$ cat config.mk
export PLATFORM = sky130hd
export DESIGN_NAME = mult_arbiter
export DESIGN_NICKNAME = d
export VERILOG_FILES = /design/src/rtl/mult_arb_pkg.sv /design/src/rtl/rr_arbiter4.sv /design/src/rtl/mult_arbiter.sv
export SDC_FILE = /design/constraint.sdc
export NUM_CORES = 1
export LEC_CHECK = 0
export ABC_AREA = 1
export BUFFER_PORTS_ARGS = -buffer_cell sky130_fd_sc_hd__buf_4
export CORE_MARGIN = 5
export CORE_UTILIZATION = 52
export CTS_CLUSTER_SIZE = 30
export DETAILED_ROUTE_END_ITERATION = 12
export PLACE_DENSITY = 0.93
export SLEW_MARGIN = 25
export SYNTH_ARGS = -nofsm -noshare
export SYNTH_HDL_FRONTEND = slang
export SYNTH_SLANG_ARGS = --single-unit
$ cat constraint.sdc
create_clock -name clk -period 3.3 [get_ports clk]
set_input_delay 0.33 -clock clk [delete_from_list [all_inputs] [get_ports clk]]
set_output_delay 0.33 -clock clk [all_outputs]
set_load 0.1 [all_outputs]
$ cat src/rtl/mult_arb_pkg.sv
// Shared types and defaults for the multiplier sharing controller.
package mult_arb_pkg;

  localparam int NREQ_DEF  = 4;
  localparam int WIDTH_DEF = 8;
  localparam int ID_W      = $clog2(NREQ_DEF);

  typedef enum logic [1:0] {
    IDLE  = 2'd0,
    ISSUE = 2'd1,
    WAIT  = 2'd2,
    RESP  = 2'd3
  } state_t;

endpackage

$ cat src/rtl/rr_arbiter4.sv
// Round-robin pick: first asserted request at or above ptr, wrapping mod NREQ.
module rr_arbiter4 #(
  parameter int NREQ = 4,
  parameter int IDW  = $clog2(NREQ)
) (
  input  logic [NREQ-1:0] req,
  input  logic [IDW-1:0]  ptr,
  output logic [NREQ-1:0] grant,
  output logic [IDW-1:0]  idx,
  output logic            any
);

  logic [IDW-1:0] cand;

  // NREQ is a power of two, so the IDW-bit add wraps for free.
  always_comb begin
    grant = '0;
    idx   = '0;
    any   = 1'b0;
    cand  = '0;
    for (int i = 0; i < NREQ; i++) begin
      cand = ptr + IDW'(i);
      if (!any && req[cand]) begin
        any = 1'b1;
        idx = cand;
      end
    end
    if (any) grant[idx] = 1'b1;
  end

endmodule

$ cat src/rtl/mult_arbiter.sv
// Shares one shift-add multiplier among NREQ requesters: round-robin accept,
// operand issue, watchdog-supervised wait, and a held response handshake.
module mult_arbiter
  import mult_arb_pkg::*;
#(
  parameter int NREQ    = NREQ_DEF,
  parameter int WIDTH   = WIDTH_DEF,
  parameter int TIMEOUT = 31
) (
  input  logic                    clk,
  input  logic                    reset,
  input  logic [NREQ-1:0]         req_valid,
  output logic [NREQ-1:0]         req_ready,
  input  logic [NREQ*WIDTH-1:0]   req_a,
  input  logic [NREQ*WIDTH-1:0]   req_b,
  output logic                    rsp_valid,
  input  logic                    rsp_ready,
  output logic [$clog2(NREQ)-1:0] rsp_id,
  output logic [2*WIDTH-1:0]      rsp_product,
  output logic                    rsp_err,
  output logic                    mul_start,
  output logic [WIDTH-1:0]        mul_a,
  output logic [WIDTH-1:0]        mul_b,
  input  logic                    mul_done,
  input  logic [2*WIDTH-1:0]      mul_product,
  output logic                    mul_abort
);

  localparam int IDW = (NREQ == NREQ_DEF) ? ID_W : $clog2(NREQ);
  localparam int WDW = $clog2(TIMEOUT + 1);

  state_t           state_q, state_d;
  logic [IDW-1:0]   ptr_q;
  logic [IDW-1:0]   gidx;
  logic [NREQ-1:0]  grant;
  logic             any_req;
  logic [WDW-1:0]   wdog_q;
  logic [WIDTH-1:0] a_sel, b_sel;
  logic             op_zero, wd_expire;

  rr_arbiter4 #(.NREQ(NREQ), .IDW(IDW)) u_rr (
    .req   (req_valid),
    .ptr   (ptr_q),
    .grant (grant),
    .idx   (gidx),
    .any   (any_req)
  );

  assign a_sel     = req_a[int'(gidx)*WIDTH +: WIDTH];
  assign b_sel     = req_b[int'(gidx)*WIDTH +: WIDTH];
  assign op_zero   = (mul_a == '0) || (mul_b == '0);
  // A done arriving in the last allowed WAIT cycle still wins over the abort.
  assign wd_expire = (wdog_q == WDW'(TIMEOUT - 1)) && !mul_done;
  // Gated by reset so no strobe escapes while the block is held in reset.
  assign req_ready = (state_q == IDLE && reset) ? grant : '0;

  always_comb begin
    state_d = state_q;
    case (state_q)
      IDLE:  if (any_req) state_d = ISSUE;
      ISSUE: state_d = op_zero ? RESP : WAIT;
      WAIT:  if (mul_done || wd_expire) state_d = RESP;
      RESP:  if (rsp_ready) state_d = IDLE;
      default: state_d = IDLE;
    endcase
  end

  // mul_start is registered at accept so it is high exactly in the ISSUE cycle;
  // mul_abort likewise lands in the first RESP cycle, alongside rsp_valid.
  always_ff @(posedge clk or negedge reset) begin
    if (!reset) begin
      state_q     <= IDLE;
      ptr_q       <= '0;
      wdog_q      <= '0;
      rsp_valid   <= 1'b0;
      rsp_id      <= '0;
      rsp_product <= '0;
      rsp_err     <= 1'b0;
      mul_start   <= 1'b0;
      mul_a       <= '0;
      mul_b       <= '0;
      mul_abort   <= 1'b0;
    end else begin
      state_q   <= state_d;
      mul_start <= 1'b0;
      mul_abort <= 1'b0;
      case (state_q)
        IDLE: if (any_req) begin
          mul_a     <= a_sel;
          mul_b     <= b_sel;
          rsp_id    <= gidx;
          mul_start <= (a_sel != '0) && (b_sel != '0);
        end
        ISSUE: begin
          wdog_q <= '0;
          if (op_zero) begin
            rsp_product <= '0;
            rsp_err     <= 1'b0;
            rsp_valid   <= 1'b1;
          end
        end
        WAIT: begin
          if (mul_done) begin
            rsp_product <= mul_product;
            rsp_err     <= 1'b0;
            rsp_valid   <= 1'b1;
          end else if (wd_expire) begin
            mul_abort   <= 1'b1;
            rsp_product <= '0;
            rsp_err     <= 1'b1;
            rsp_valid   <= 1'b1;
          end else begin
            wdog_q <= wdog_q + 1'b1;
          end
        end
        RESP: if (rsp_ready) begin
          rsp_valid <= 1'b0;
          ptr_q     <= rsp_id + 1'b1;
        end
        default: ;
      endcase
    end
  end

endmodule

==> results of run 1 <==
placed cells by master (no fill, tap or decap), types with 2 or more instances in the layout:
cell type	instances
nor4_1	2
clkbuf_8	5
bufinv_16	2
inv_1	33
dfrtp_1	46
nand2_1	207
o21ai_0	44
nand3_1	13
nand4_1	16
nor2_1	10
nand3_2	4
a21oi_1	3
or2_0	2
o21ai_1	3
nand2_2	12
ha_1	7
buf_4	133
clkinv_1	2
o31ai_1	2
inv_2	4
nor3_1	8
repair_timing:
item                                    4_1_cts  5_1_grt
endpoints found under the setup margin        0        2
endpoints found under the hold margin         0        0
resized for setup                             0        1
how the worst min path moves through the flow:
stage,startpoint,endpoint,cells past startpoint
finish,reset,rsp_product[5],1
global placement,reset,rsp_product[8],1
floorplan,reset,mul_a[0],0
detailed placement,reset,rsp_product[8],1
CTS,reset,rsp_product[3],1
global route,reset,wdog_q[4],1
per-stage QoR:
| stage | utilization, % | worst slack (ns) | TNS (ns) | cell area [sq um] | hold WS, ns |
|---|---|---|---|---|---|
| 2_1_floorplan | - | -0.625 | -2.50 | 3120 | 0.0344 |
| 3_3_place_gp | 69.0 | 0.658 | 0 | 4060 | 0.369 |
| 3_5_place_dp | 69.0 | 0.549 | 0 | 4060 | 0.371 |
| 4_1_cts | 71.3 | 0.203 | 0 | 4200 | 0.0411 |
| 5_1_grt | 71.3 | 0.0537 | 0 | 4200 | 0.0587 |
| 6_report | 71.3 | 0.322 | 0 | 4200 | 0.0221 |
layer usage:
metal / global-route usage, % / wire length (um) / vias to the layer above
met3: 6.72 / 829 / 15
met1: 28.5 / 3670 / 1460
li1: - / - / 1677
met2: 38.8 / 4130 / 138
met5: 0 / 0 / -
met4: 6.42 / 151 / 0
logic make-up after synthesis:
logic type | synth area share [%]
buf+inv | 9.71
compound gates | 9.84
flops | 37.7
simple gates | 39.3
fa+ha+maj | 2.81
xor+xnor | 0.562
cells in the mapped netlist, types with 4 or more instances:
cell and count:
buf_2 4, buf_6 8, clkbuf_1 6, dfrtp_1 47, ha_1 7, inv_1 33
inv_2 4, nand2_1 207, nand2_2 12, nand3_1 13, nand3_2 4, nand4_1 16
nor2_1 10, nor3_1 8, o21ai_0 44
flip-flops by register name, indices dropped and copies added, names as in the netlist, 2 cells and up:
signal / count
ptr_q: 2
mul_a: 8
mul_b: 8
rsp_product: 16
state_q: 2
rsp_id: 2
wdog_q: 5
cell type report:
type                       instances  area [sq um]  share of cell area, %
inverter                          40           155                   3.69
clock inverter                     3          67.6                   1.61
multi-input combinational        346          1640                   39.0
timing repair buffer             133           998                   23.8
tap                               75          93.8                   2.23
clock buffer                       5          68.8                   1.64
sequential                        47          1180                   28.0
==> out/qor.yml, run 1 <==
outcome:
  status: "completed"
global_route:
  grt_max_degree: 49
  first_global_vias: 3217
  grt_pass1_wl_um: 14200
  grt_overflow: 0
  grt_util_all_layers_pct: 23.0
  antenna_found_initial: 0
sta:
  min_period_ns: 2.98
  rsz0062_at_grt: "no"
  final-hold-violation-count: 0
  max_slew_margin_pct: 34.7
  max_slew.worst_pin.slew_ns: 0.977
  fmax_mhz: 336
  clock_skew_ns: 0.00628
  period_share_pct: 90.3
  slew_viol_final: 0
  final-setup-viol-count: 0
hold_path:
  hold_class: "in2async"
yosys:
  ys_ff_latch: 47
  syn-num-nets: 547
  yosysUniqueCellTypes: 36
  async_flop_share_pct: 100
  ys_seq_area_share_pct: 37.7
  syn_avg_cell_area_sq_um: 6.90
  synth.largest_area_cell: "dfrtp_1"
  ys.flop_type: "dfrtp_1"
  synth_edf_count: 0
  syn_inst: 452
  yosysWarningCount: 0
  synth_area_sq_um: 3120
  synth_top_area_share_pct: 37.7
  synth.area.top_cells: "dfrtp_1 38%, nand2_1 25%, o21ai_0 7.1%"
critical_path:
  worstPathRequired_ns: 2.97
  cp.depth: 10
  r2r_setup_slack_ns: 0.62
  crit_end: "req_ready[0]"
  critical_path.slowest_cell: "dfrtp_2"
  critPathBufInv: 4
  crit_path_max_fanout: 18
  critPathLaunch: "ptr_q[0]"
  worst_setup_path_end_kind: "primary output"
  slowest_delay_ns: 0.50
  crit_chain: "inv_2 > nand2_1 > nand3_1 > nand2_2 > clkinv_1 > nand3_2 > nand3_2 > inv_2 > nor3_1 > buf_4"
  cp_top_family: "simple AND/OR/NAND/NOR gates"
  r2r-end: "mul_start"
  reg2reg_from: "ptr_q[0]"
  critPathLaunchType: "register"
  r2r_cells: 19
  path_class: "reg2out"
  arrival_ns: 2.65
detailed_routing:
  wl_per_cell_um: 13.5
  ant_nets: 0
  num_vias: 3290
  drt_pre_antenna_iters: 5
  viasPerCell: 5.07
  drtIter0Drc: 181
  routed_wl_um: 8780
  drc: 0
clocking:
  cts_made_buffers: 5
  cts-root-buf: "clkbuf_8"
  clk-insertion-delay-late_ns: 0.30
  cts_setup_buffers: 0
  cts_max_level: 2
  holdBufCountCts: 0
  clkTransAtPathRegs_ns: 0.08
  clock_sinks: 47
  clockBufferDepth: 2
  cts_tree: "done"
place:
  dp.cells: 641
  globalplace.congestion: 0.908
  hpwlAfterDp_um: 6910
  portBuffers: 129
floorplan:
  dieArea_sq_um: 7640
  die_x_um: 87.4
  die_h_um: 87.4
  start_util_pct: 53.0
  pin_count: 130
  core_area_sq_um: 5890
  rows: 28
layout:
  layout-drive-gt1-share_pct: 29.4
  area_growth_pct: 34.7
  n_antenna_cell: 0
  final-instance-count-excl-fill: 649
  fill_cells: 477
  fin_nets: 668
job:
  maxCapViolCount: 0
Power of run 1 is left out: the tool's default activity adds up to more than one toggle a clock period on the data nets, which glitch-free logic cannot reach.
==> inputs of run 2 (changes only) <==
--- a/config.mk
+++ b/config.mk
@@ -6,6 +6,7 @@
 export NUM_CORES = 1
 export LEC_CHECK = 0
 export ABC_AREA = 1
+export ABC_CLOCK_PERIOD_IN_PS = 3800
 export BUFFER_PORTS_ARGS = -buffer_cell sky130_fd_sc_hd__buf_4
 export CORE_MARGIN = 5
 export CORE_UTILIZATION = 52
==> constraint.sdc (replaced) <==
create_clock -name clk -period 3.8 [get_ports clk]
set_input_delay 0.38 -clock clk [delete_from_list [all_inputs] [get_ports clk]]
set_output_delay 0.38 -clock clk [all_outputs]
set_load 0.1 [all_outputs]
==> run 2 against run 1 <==
Against the previous run: clock skew is 0.0026 ns higher; register-to-register slack better by 0.29 ns; global-route usage is 0.24 points lower; count of clock-buffer cells in the layout is 1 higher; die area stayed put; final cell count is 0.31% lower; first-iteration DRC count is 25% lower; critical path type unchanged; largest cell class unchanged.
==> out/qor.yml, run 2 (synthesis gave the netlist of run 1 again) <==
layout:
  stdcell_area_sq_um: 4150  # -1.3%
  layout-drive-gt1-share_pct: 29.2  # -0.25 points
  largest_reg_flops: 16  # unchanged
  layout_common_cells: "207 x nand2_1, 132 x buf_4, 47 x dfrtp_1"
  area_growth_pct: 33.0
  fin_nets: 667  # -0.15%
  reg.largest.list: "rsp_product: 16 flops, mul_a: 8 flops, mul_b: 8 flops"
  largest_register: "rsp_product"
  final_common_cell: "nand2_1"
  n_antenna_cell: 0  # unchanged
floorplan:
  die_h_um: 87.4  # unchanged
  rows: 28  # unchanged
  core_area_sq_um: 5890  # unchanged
  start_util_pct: 53.0  # unchanged
  dieArea_sq_um: 7640  # unchanged
  pin_count: 130  # unchanged
  die_x_um: 87.4  # unchanged
detailed_routing:
  num_vias: 3238  # -1.6%
  viasPerCell: 5.00  # -1.3%
  drt_pre_antenna_iters: 5  # unchanged
  drc: 0  # unchanged
  drtIter0Drc: 136  # -25%
  wl_per_cell_um: 13.1  # -3.1%
  routed_wl_um: 8490  # -3.4%
  ant_nets: 0  # unchanged
sta:
  fmax_mhz: 308
  slew_viol_final: 0  # unchanged
  min_period_ns: 3.24
  max_slew_margin_pct: 61.5  # +27 points
  rsz0062_at_grt: "no"
  final-hold-violation-count: 0  # unchanged
  final-setup-viol-count: 0  # unchanged
  period_share_pct: 85.4
  max_slew.worst_pin.slew_ns: 0.577  # -0.400 ns
  fin_tns_setup_ns: 0  # unchanged
  clock_skew_ns: 0.00885  # +0.00257 ns
critical_path:
  reg2reg_from: "ptr_q[0]"
  arrival_ns: 2.86  # +0.21 ns
  path_class: "reg2out"
  r2r-end: "mul_start"
  crit_path_max_fanout: 18  # unchanged
  r2r_cells: 18  # -1
  r2r_setup_slack_ns: 0.91  # +0.29 ns
  worst_setup_path_end_kind: "primary output"
  worstPathRequired_ns: 3.42  # +0.45 ns
  critPathLaunchType: "register"
clocking:
  cts_max_level: 2  # unchanged
  clk-insertion-delay-late_ns: 0.29  # about the same
  cts_setup_buffers: 0  # unchanged
  cts-root-buf: "clkbuf_8"
  cts_tree: "done"
  clockBufferDepth: 2  # unchanged
  clkTransAtPathRegs_ns: 0.08  # about the same
  holdBufCountCts: 0  # unchanged
  clock_sinks: 47  # unchanged
  cts-resized-gates: 0  # unchanged
  cts_made_buffers: 5  # unchanged
place:
  globalplace.congestion: 0.891  # -1.9%
  place_area_sq_um: 4050  # -0.18%
  hpwlAfterDp_um: 6710  # -2.8%
  portBuffers: 129  # unchanged
global_route:
  grt_overflow: 0  # unchanged
  grt_pass1_wl_um: 14000  # -0.78%
  first_global_vias: 3113  # -3.2%
  grt_util_all_layers_pct: 22.7  # -0.24 points
  grt_max_degree: 49  # unchanged
  antenna_found_initial: 0  # unchanged
outcome:
  status: "completed"
hold_path:
  hold_class: "in2async"
job:
  maxCapViolCount: 0  # unchanged
run 2: changes by cell type in the layout (fill, tap and decap cells not counted), sizes merged:
cell,delta
buf,-1
bufinv,-2
clkbuf,+1
clkinv,+1
clkinvlp,-1
run 2: worst max-delay path, stage by stage (launching register included):
cell	delay [ns]
dfrtp_1	0.59
inv_2	0.17
nand2_1	0.11
nand3_1	0.11
nand2_2	0.13
clkinv_1	0.12
nand2_1	0.10
nand2_2	0.17
nand3_2	0.29
inv_2	0.20
nor3_1	0.25
buf_4	0.33
run 2: metal layers:
layer  vias up  wire length, um  global-route usage (%)
met3        19              895                    6.81
met1      1411             3470                    29.0
li1       1675                -                       -
met5         -                0                       0
met2       133             3930                    37.0
met4         0              183                    6.97
run 2: worst max path at each step:
| stage | startpoint | end |
|---|---|---|
| after floorplan | ptr_q[0] | req_ready[0] |
| after global placement | ptr_q[0] | req_ready[2] |
| after detailed placement | ptr_q[0] | req_ready[2] |
| after CTS | ptr_q[0] | req_ready[2] |
| after global routing | ptr_q[0] | req_ready[2] |
| final | ptr_q[0] | req_ready[2] |
run 2: cell type report:
cell class,count,area (sq um)
Tap cell,75,93.8
Clock buffer,6,82.6
Clock inverter,1,5.00
Timing Repair Buffer,132,991
Fill cell,473,1740
Sequential cell,47,1180
Inverter,40,155
Multi-Input combinational cell,346,1640
run 2: stage by stage:
step | setup WS [ns] | util [%] | cells | hold WS [ns]
6_report | 0.556 | 70.5 | 647 | 0.0669
5_1_grt | 0.228 | 70.5 | 647 | 0.123
4_1_cts | 0.591 | 70.4 | 647 | 0.0994
3_5_place_dp | 0.932 | 68.9 | 640 | 0.427
3_3_place_gp | 1.06 | 68.9 | 640 | 0.417
2_1_floorplan | -0.175 | - | 452 | 0.0844
Power of run 2 is left out for the same reason.
